`src/rtl/arb_pkg.sv`:
```
// Shared types for the arbiter output stage: word tags, stored entry layout, burst FSM states.
package arb_pkg;

  // Data width the arbiter is built for; slvx_entry_t is laid out at this width.
  localparam int unsigned SLVX_DW = 32;

  typedef enum logic [1:0] {
    MODE0 = 2'd0,
    MODE1 = 2'd1,
    MODE2 = 2'd2,
    MODE3 = 2'd3
  } mode_t;

  // One stored word: tags in the upper bits, data in the lower bits.
  typedef struct packed {
    mode_t                mode;
    logic [7:0]           proc_val;
    logic [SLVX_DW-1:0]   data;
  } slvx_entry_t;

  typedef enum logic [1:0] {
    IDLE  = 2'd0,
    BURST = 2'd1,
    DONE  = 2'd2
  } burst_state_t;

endpackage

```
`src/rtl/sync_fifo_mem.sv`:
```
// Dual-pointer storage array with occupancy count, show-ahead read and sticky drop flag.
module sync_fifo_mem
  import arb_pkg::*;
#(
  parameter  int unsigned EW    = 42,
  parameter  int unsigned DEPTH = 16,
  localparam int unsigned AW    = $clog2(DEPTH),
  localparam int unsigned CW    = AW + 1
) (
  input  logic          clk,
  input  logic          rst_n,
  input  logic          i_push,
  input  logic [EW-1:0] i_wdata,
  input  logic          i_pop,
  output logic [EW-1:0] o_rdata,
  output logic [CW-1:0] o_count,
  output logic          o_overflow
);

  localparam logic [CW-1:0] DEPTH_C = CW'(DEPTH);
  localparam logic [CW-1:0] ZERO_C  = CW'(0);

  logic [EW-1:0] r_mem [DEPTH];
  logic [AW-1:0] r_wr_ptr;
  logic [AW-1:0] r_rd_ptr;
  logic [CW-1:0] r_count;
  logic          r_overflow;
  logic          w_full;
  logic          w_do_push;
  logic          w_do_pop;

  // A pop in the same cycle frees a slot, so a push at full is still accepted then.
  assign w_full    = (r_count == DEPTH_C);
  assign w_do_pop  = i_pop & (r_count != ZERO_C);
  assign w_do_push = i_push & (~w_full | w_do_pop);

  assign o_rdata    = r_mem[r_rd_ptr];
  assign o_count    = r_count;
  assign o_overflow = r_overflow;

  // Storage write; contents need no reset since count gates every read.
  always_ff @(posedge clk) begin
    if (w_do_push) begin
      r_mem[r_wr_ptr] <= i_wdata;
    end
  end

  // Pointers, occupancy and the sticky drop flag.
  always_ff @(posedge clk) begin
    if (!rst_n) begin
      r_wr_ptr   <= '0;
      r_rd_ptr   <= '0;
      r_count    <= ZERO_C;
      r_overflow <= 1'b0;
    end else begin
      if (w_do_push) begin
        r_wr_ptr <= r_wr_ptr + 1'b1;
      end
      if (w_do_pop) begin
        r_rd_ptr <= r_rd_ptr + 1'b1;
      end
      case ({w_do_push, w_do_pop})
        2'b10:   r_count <= r_count + 1'b1;
        2'b01:   r_count <= r_count - 1'b1;
        default: r_count <= r_count;
      endcase
      if (i_push & ~w_do_push) begin
        r_overflow <= 1'b1;
      end
    end
  end

endmodule

```
`src/rtl/slvx_burst_fifo.sv`:
```
// Arbiter output stage: buffers tagged words and releases them as fixed-length bursts,
// with a flush request that drains a short final burst.
module slvx_burst_fifo
  import arb_pkg::*;
#(
  parameter  int unsigned DW        = 32,
  parameter  int unsigned DEPTH     = 16,
  parameter  int unsigned BURST_LEN = 4,
  parameter  int unsigned AFULL     = 2,
  localparam int unsigned CW        = $clog2(DEPTH) + 1
) (
  input  logic          clk,
  input  logic          rst_n,
  input  logic          slvx_data_valid,
  input  logic [1:0]    slvx_mode,
  input  logic [7:0]    slvx_proc_val,
  input  logic [DW-1:0] slvx_data,
  output logic          fifo_full,
  input  logic          flush,
  output logic          mst_valid,
  input  logic          mst_ready,
  output logic [DW-1:0] mst_data,
  output logic [1:0]    mst_mode,
  output logic [7:0]    mst_proc_val,
  output logic          mst_last,
  output logic          burst_done,
  output logic [CW-1:0] fifo_count,
  output logic          overflow
);

  // Entry layout matches slvx_entry_t ({mode, proc_val, data}) but follows DW.
  localparam int unsigned   EW      = DW + 10;
  localparam logic [CW-1:0] BURST_C = CW'(BURST_LEN);
  localparam logic [CW-1:0] FULL_TH = CW'(DEPTH - AFULL);
  localparam logic [CW-1:0] ONE_C   = CW'(1);
  localparam logic [CW-1:0] ZERO_C  = CW'(0);

  burst_state_t  r_state;
  burst_state_t  w_state_nxt;
  logic [CW-1:0] r_beats;
  logic [CW-1:0] w_beats_nxt;
  logic          r_flush_pend;
  logic          w_flush_clr;
  logic          w_pop;
  logic [CW-1:0] w_count;
  logic [EW-1:0] w_wr_entry;
  logic [EW-1:0] w_head;

  assign w_wr_entry   = {slvx_mode, slvx_proc_val, slvx_data};
  assign w_pop        = mst_valid & mst_ready;
  assign mst_mode     = w_head[EW-1 -: 2];
  assign mst_proc_val = w_head[DW+7 -: 8];
  assign mst_data     = w_head[DW-1:0];
  assign fifo_count   = w_count;
  // Asserts AFULL entries early so words already in flight from the arbiter still fit.
  assign fifo_full    = (w_count >= FULL_TH);

  sync_fifo_mem #(
    .EW    (EW),
    .DEPTH (DEPTH)
  ) u_mem (
    .clk        (clk),
    .rst_n      (rst_n),
    .i_push     (slvx_data_valid),
    .i_wdata    (w_wr_entry),
    .i_pop      (w_pop),
    .o_rdata    (w_head),
    .o_count    (w_count),
    .o_overflow (overflow)
  );

  // Burst state and remaining-beat counter.
  always_ff @(posedge clk) begin
    if (!rst_n) begin
      r_state <= IDLE;
      r_beats <= ZERO_C;
    end else begin
      r_state <= w_state_nxt;
      r_beats <= w_beats_nxt;
    end
  end

  // Pending flush: a new pulse wins over a same-cycle clear.
  always_ff @(posedge clk) begin
    if (!rst_n) begin
      r_flush_pend <= 1'b0;
    end else if (flush) begin
      r_flush_pend <= 1'b1;
    end else if (w_flush_clr) begin
      r_flush_pend <= 1'b0;
    end else begin
      r_flush_pend <= r_flush_pend;
    end
  end

  // Next-state and beat outputs; beats are reserved at entry, so count never underruns.
  always_comb begin
    w_state_nxt = r_state;
    w_beats_nxt = r_beats;
    w_flush_clr = 1'b0;
    mst_valid   = 1'b0;
    mst_last    = 1'b0;
    burst_done  = 1'b0;
    case (r_state)
      IDLE: begin
        if (w_count >= BURST_C) begin
          w_state_nxt = BURST;
          w_beats_nxt = BURST_C;
        end else if (r_flush_pend && (w_count != ZERO_C)) begin
          w_state_nxt = BURST;
          w_beats_nxt = w_count;
          w_flush_clr = 1'b1;
        end else if (w_count == ZERO_C) begin
          w_flush_clr = 1'b1;
        end else begin
          w_state_nxt = IDLE;
        end
      end
      BURST: begin
        mst_valid = 1'b1;
        mst_last  = (r_beats == ONE_C);
        if (mst_ready) begin
          w_beats_nxt = r_beats - ONE_C;
          if (r_beats == ONE_C) begin
            w_state_nxt = DONE;
          end else begin
            w_state_nxt = BURST;
          end
        end else begin
          w_state_nxt = BURST;
        end
      end
      DONE: begin
        burst_done  = 1'b1;
        w_state_nxt = IDLE;
      end
      default: begin
        w_state_nxt = IDLE;
        w_beats_nxt = ZERO_C;
      end
    endcase
  end

endmodule

```
`config.mk`:
```
export PLATFORM = sky130hd
export DESIGN_NAME = slvx_burst_fifo
export DESIGN_NICKNAME = d
export VERILOG_FILES = /design/src/rtl/arb_pkg.sv /design/src/rtl/sync_fifo_mem.sv /design/src/rtl/slvx_burst_fifo.sv
export SDC_FILE = /design/constraint.sdc
export NUM_CORES = 1
export LEC_CHECK = 0
export CAP_MARGIN = 0
export CORE_MARGIN = 2
export CORE_UTILIZATION = 50
export CTS_CLUSTER_DIAMETER = 200
export DETAILED_ROUTE_END_ITERATION = 10
export GPL_TIMING_DRIVEN = 1
export HOLD_SLACK_MARGIN = 0.08
export PLACE_DENSITY_LB_ADDON = 0.2
export SYNTH_ARGS = -nofsm -noshare
export SYNTH_HDL_FRONTEND = slang
export SYNTH_SLANG_ARGS = --single-unit
```
`constraint.sdc`:
```
create_clock -name clk -period 4.4 [get_ports clk]
set_input_delay 0.66 -clock clk [delete_from_list [all_inputs] [get_ports clk]]
set_output_delay 0.66 -clock clk [all_outputs]
set_load 0.01 [all_outputs]
```
==> metrics.cfg <==
[sta]
whs_ps = 503
fin_crit_sh = 0.866
setup_viol = 0
fin_ws_ps = 589
worst_slew_pin_slew_ps = 1040
clock_skew_ps = 23.9
slew_headroom = 0.306
drv_slew = 0
min_period_ps = 3810
hold_viol_final = 0
fin_tns_setup_ps = 0
max_freq_ghz = 0.262
grt_setup_unrepaired = false

[logic_synthesis]
synth_top_area_cell = edfxtp_1
synth_ff_type = edfxtp_1
synthCells = 1217
ys_async_sr_fraction = 0
syn_nets = 1274
synthTopCellsByArea = edfxtp_1 (76%), mux4_2 (14%), a22oi_1 (2.4%)
synth_area_per_cell_sq_um = 21.9
ys_warn_count = 0
synth_edf_count = 672
synth.top_cell.area_share = 0.758
mappedNetlistArea_sq_mm = 0.0266
synth_cell_type_count = 56
seq_area_frac_synth = 0.778
synth_seq_cells = 698

[grt]
grt_max_degree = 62
track_usage = 0.205
grt_pass1_vias = 13000
grt_antenna_before_repair = 2
grt-ovfl-total = 0
grt_pass1_wl_um = 84400

[worst_setup_path]
r2r-end = u_mem.o_count[4]$_SDFFE_PN0P_
criticalPathCategory = reg -> out
ff2ff_path_depth = 10
reg2reg_from = u_mem.o_count[2]$_SDFFE_PN0P_
worst-path-stages = 5
cpPeakStageDelay_ps = 610
critPathTopFamily = buffers and inverters
setup.worst_path.start_class = flip-flop
crit_buf_inv = 2
crit_path_top_delay_cell = dfxtp_4
crit_end = mst_data[23]
cp-end-kind = primary output
critPathRequiredTime_ps = 3740
crit_fanout = 50
path_cells = buf_12, mux4_2, a22oi_1, nand2_1, clkdlybuf4s50_1
worstPathArrival_ps = 3150
r2r_setup_slack_ps = 1400

[routing]
dr.pass1.iters = 5
ant_nets = 0
vias = 12700
via_per_inst = 6.02
avgRoutedWirePerCell_um = 26.5
drtIter0Drc = 1103
drc = 0
routed_wl_um = 55700

[power]
power.leakage_uw = 0.00966
powerDensity_mw_per_mm2 = 524
ir_drop_uv = 250
finalPower_uw = 16200

[clock_tree]
cts_buffers = 71
clk_pin_slew_ps = 60
cts.sinks = 698
ctsLongestPathBuffers = 3
cts_tree = done
cts_setup_buffers = 0
clk_latency_ps = 610
htreeDepth = 3
cts_hold_buf = 0
clock-root-buffer = clkbuf_16
cts_resized = 0

[finish]
final_util = 0.590
seqCellArea_sq_mm = 0.0207
multi_input_area_sq_mm = 0.00565
mostFrequentLayoutCell = edfxtp_1
drive_above_1_share = 0.241
mostFrequentLayoutCells = edfxtp_1 (672), mux4_2 (168), clkdlybuf4s50_1 (98), a22oi_1 (84), clkbuf_16 (75)
n_fill_cell = 3747
fin_nets = 1423
diodes = 0
synthToLayoutAreaGrowth_pct = 16.5

[placed_design]
post-place-ws_ps = 848
routabilityCongestion = 0.748
hpwl_um = 31300
port_buffers = 98

[die]
num_rows = 84
die_y_um = 235
ios = 99
initial_core_util = 0.506
die_area_sq_mm = 0.0551
fp.dieW_um = 235
core-area_sq_mm = 0.0526

[flow_run]
max_cap_viol_count = 0

[run_status]
status = completed

[worst_hold_path]
hold_class = reg -> reg

cells by family after synthesis:
| kind of cell | synth area share |
|---|---|
| and+or+nand+nor | 0.0229 |
| buffers and inverters | 0.0135 |
| adders and majority gates | 0.00470 |
| muxes | 0.145 |
| AOI/OAI and AO/OA | 0.0331 |
| DFF | 0.778 |
| xor gates and xnor gates | 0.00263 |
per-layer routing:
layer	wire length [um]	track usage	part of all wire	up-vias
li1	-	-	-	5425
met5	23	0	0.00041	-
met4	1000	0.0585	0.018	4
met3	3140	0.0377	0.056	76
met1	24700	0.304	0.44	6775
met2	26900	0.317	0.48	390
worst reg2reg max path, cell delays in order, from the launching register on:
cell	delay [ps]
dfxtp_1	470
or4_4	580
o21ai_2	300
inv_2	70
ha_1	300
xor2_1	180
ha_1	190
a21oi_1	280
a32oi_1	200
mux2_2	260
nand3_1	60
cells in the mapped netlist (all sizes together) (2+ instances only):
master / n
nor3b: 2
nor3: 10
mux2i: 7
o21a: 3
nand3b: 2
nand2b: 7
inv: 16
edfxtp: 672
nor2: 21
buf: 28
nor2b: 2
nor4b: 3
nand2: 52
and2: 7
dfxtp: 26
a32oi: 2
mux4: 168
a21oi: 7
or4: 3
a22oi: 84
clkbuf: 39
nand3: 4
o21ai: 7
xnor2: 3
nor4: 2
o221ai: 2
or3: 4
ha: 10
xor2: 5
a31oi: 2
layout make-up:
class / instances / share of cell area
Clock inverter: 29 / 0.00856
Inverter: 16 / 0.00194
Tap cell: 688 / 0.0278
Clock buffer: 95 / 0.0630
Multi-Input combinational cell: 436 / 0.182
Sequential cell: 698 / 0.668
Timing Repair Buffer: 143 / 0.0482
worst min path at each step:
stage                                        from                       endpoint  depth (start not counted)
global route        u_mem.o_overflow$_SDFFE_PN0P_  u_mem.o_overflow$_SDFFE_PN0P_                          2
detailed placement  u_mem.o_overflow$_SDFFE_PN0P_  u_mem.o_overflow$_SDFFE_PN0P_                          2
floorplan                 r_beats[0]$_SDFFE_PN0P_        r_beats[0]$_SDFFE_PN0P_                          2
CTS                 u_mem.o_overflow$_SDFFE_PN0P_  u_mem.o_overflow$_SDFFE_PN0P_                          2
global placement          r_beats[4]$_SDFFE_PN0P_        r_beats[4]$_SDFFE_PN0P_                          2
finish              u_mem.o_overflow$_SDFFE_PN0P_  u_mem.o_overflow$_SDFFE_PN0P_                          2
metrics by stage:
step	instance area [sq um]	cells
floorplan	26600	1217
global placement	28800	1981
detailed placement	28800	1981
CTS	31000	2105
global route	31000	2105
finish	31000	2105
report_power, final:
part           total, uW  internal (uW)  switching, uW
combinational       2620           1320           1300
clock               5780           3360           2420
sequential          7820           7630            193
flip-flops by register name, summed over array words and instances (netlist names), named ones only:
register / cells
r_beats: 5
u_mem.o_count: 5
r_state: 2
u_mem.o_overflow: 1
u_mem.r_mem: 672
u_mem.r_wr_ptr: 4
u_mem.r_rd_ptr: 4
r_flush_pend: 1
(Power assumes the default switching activity.)
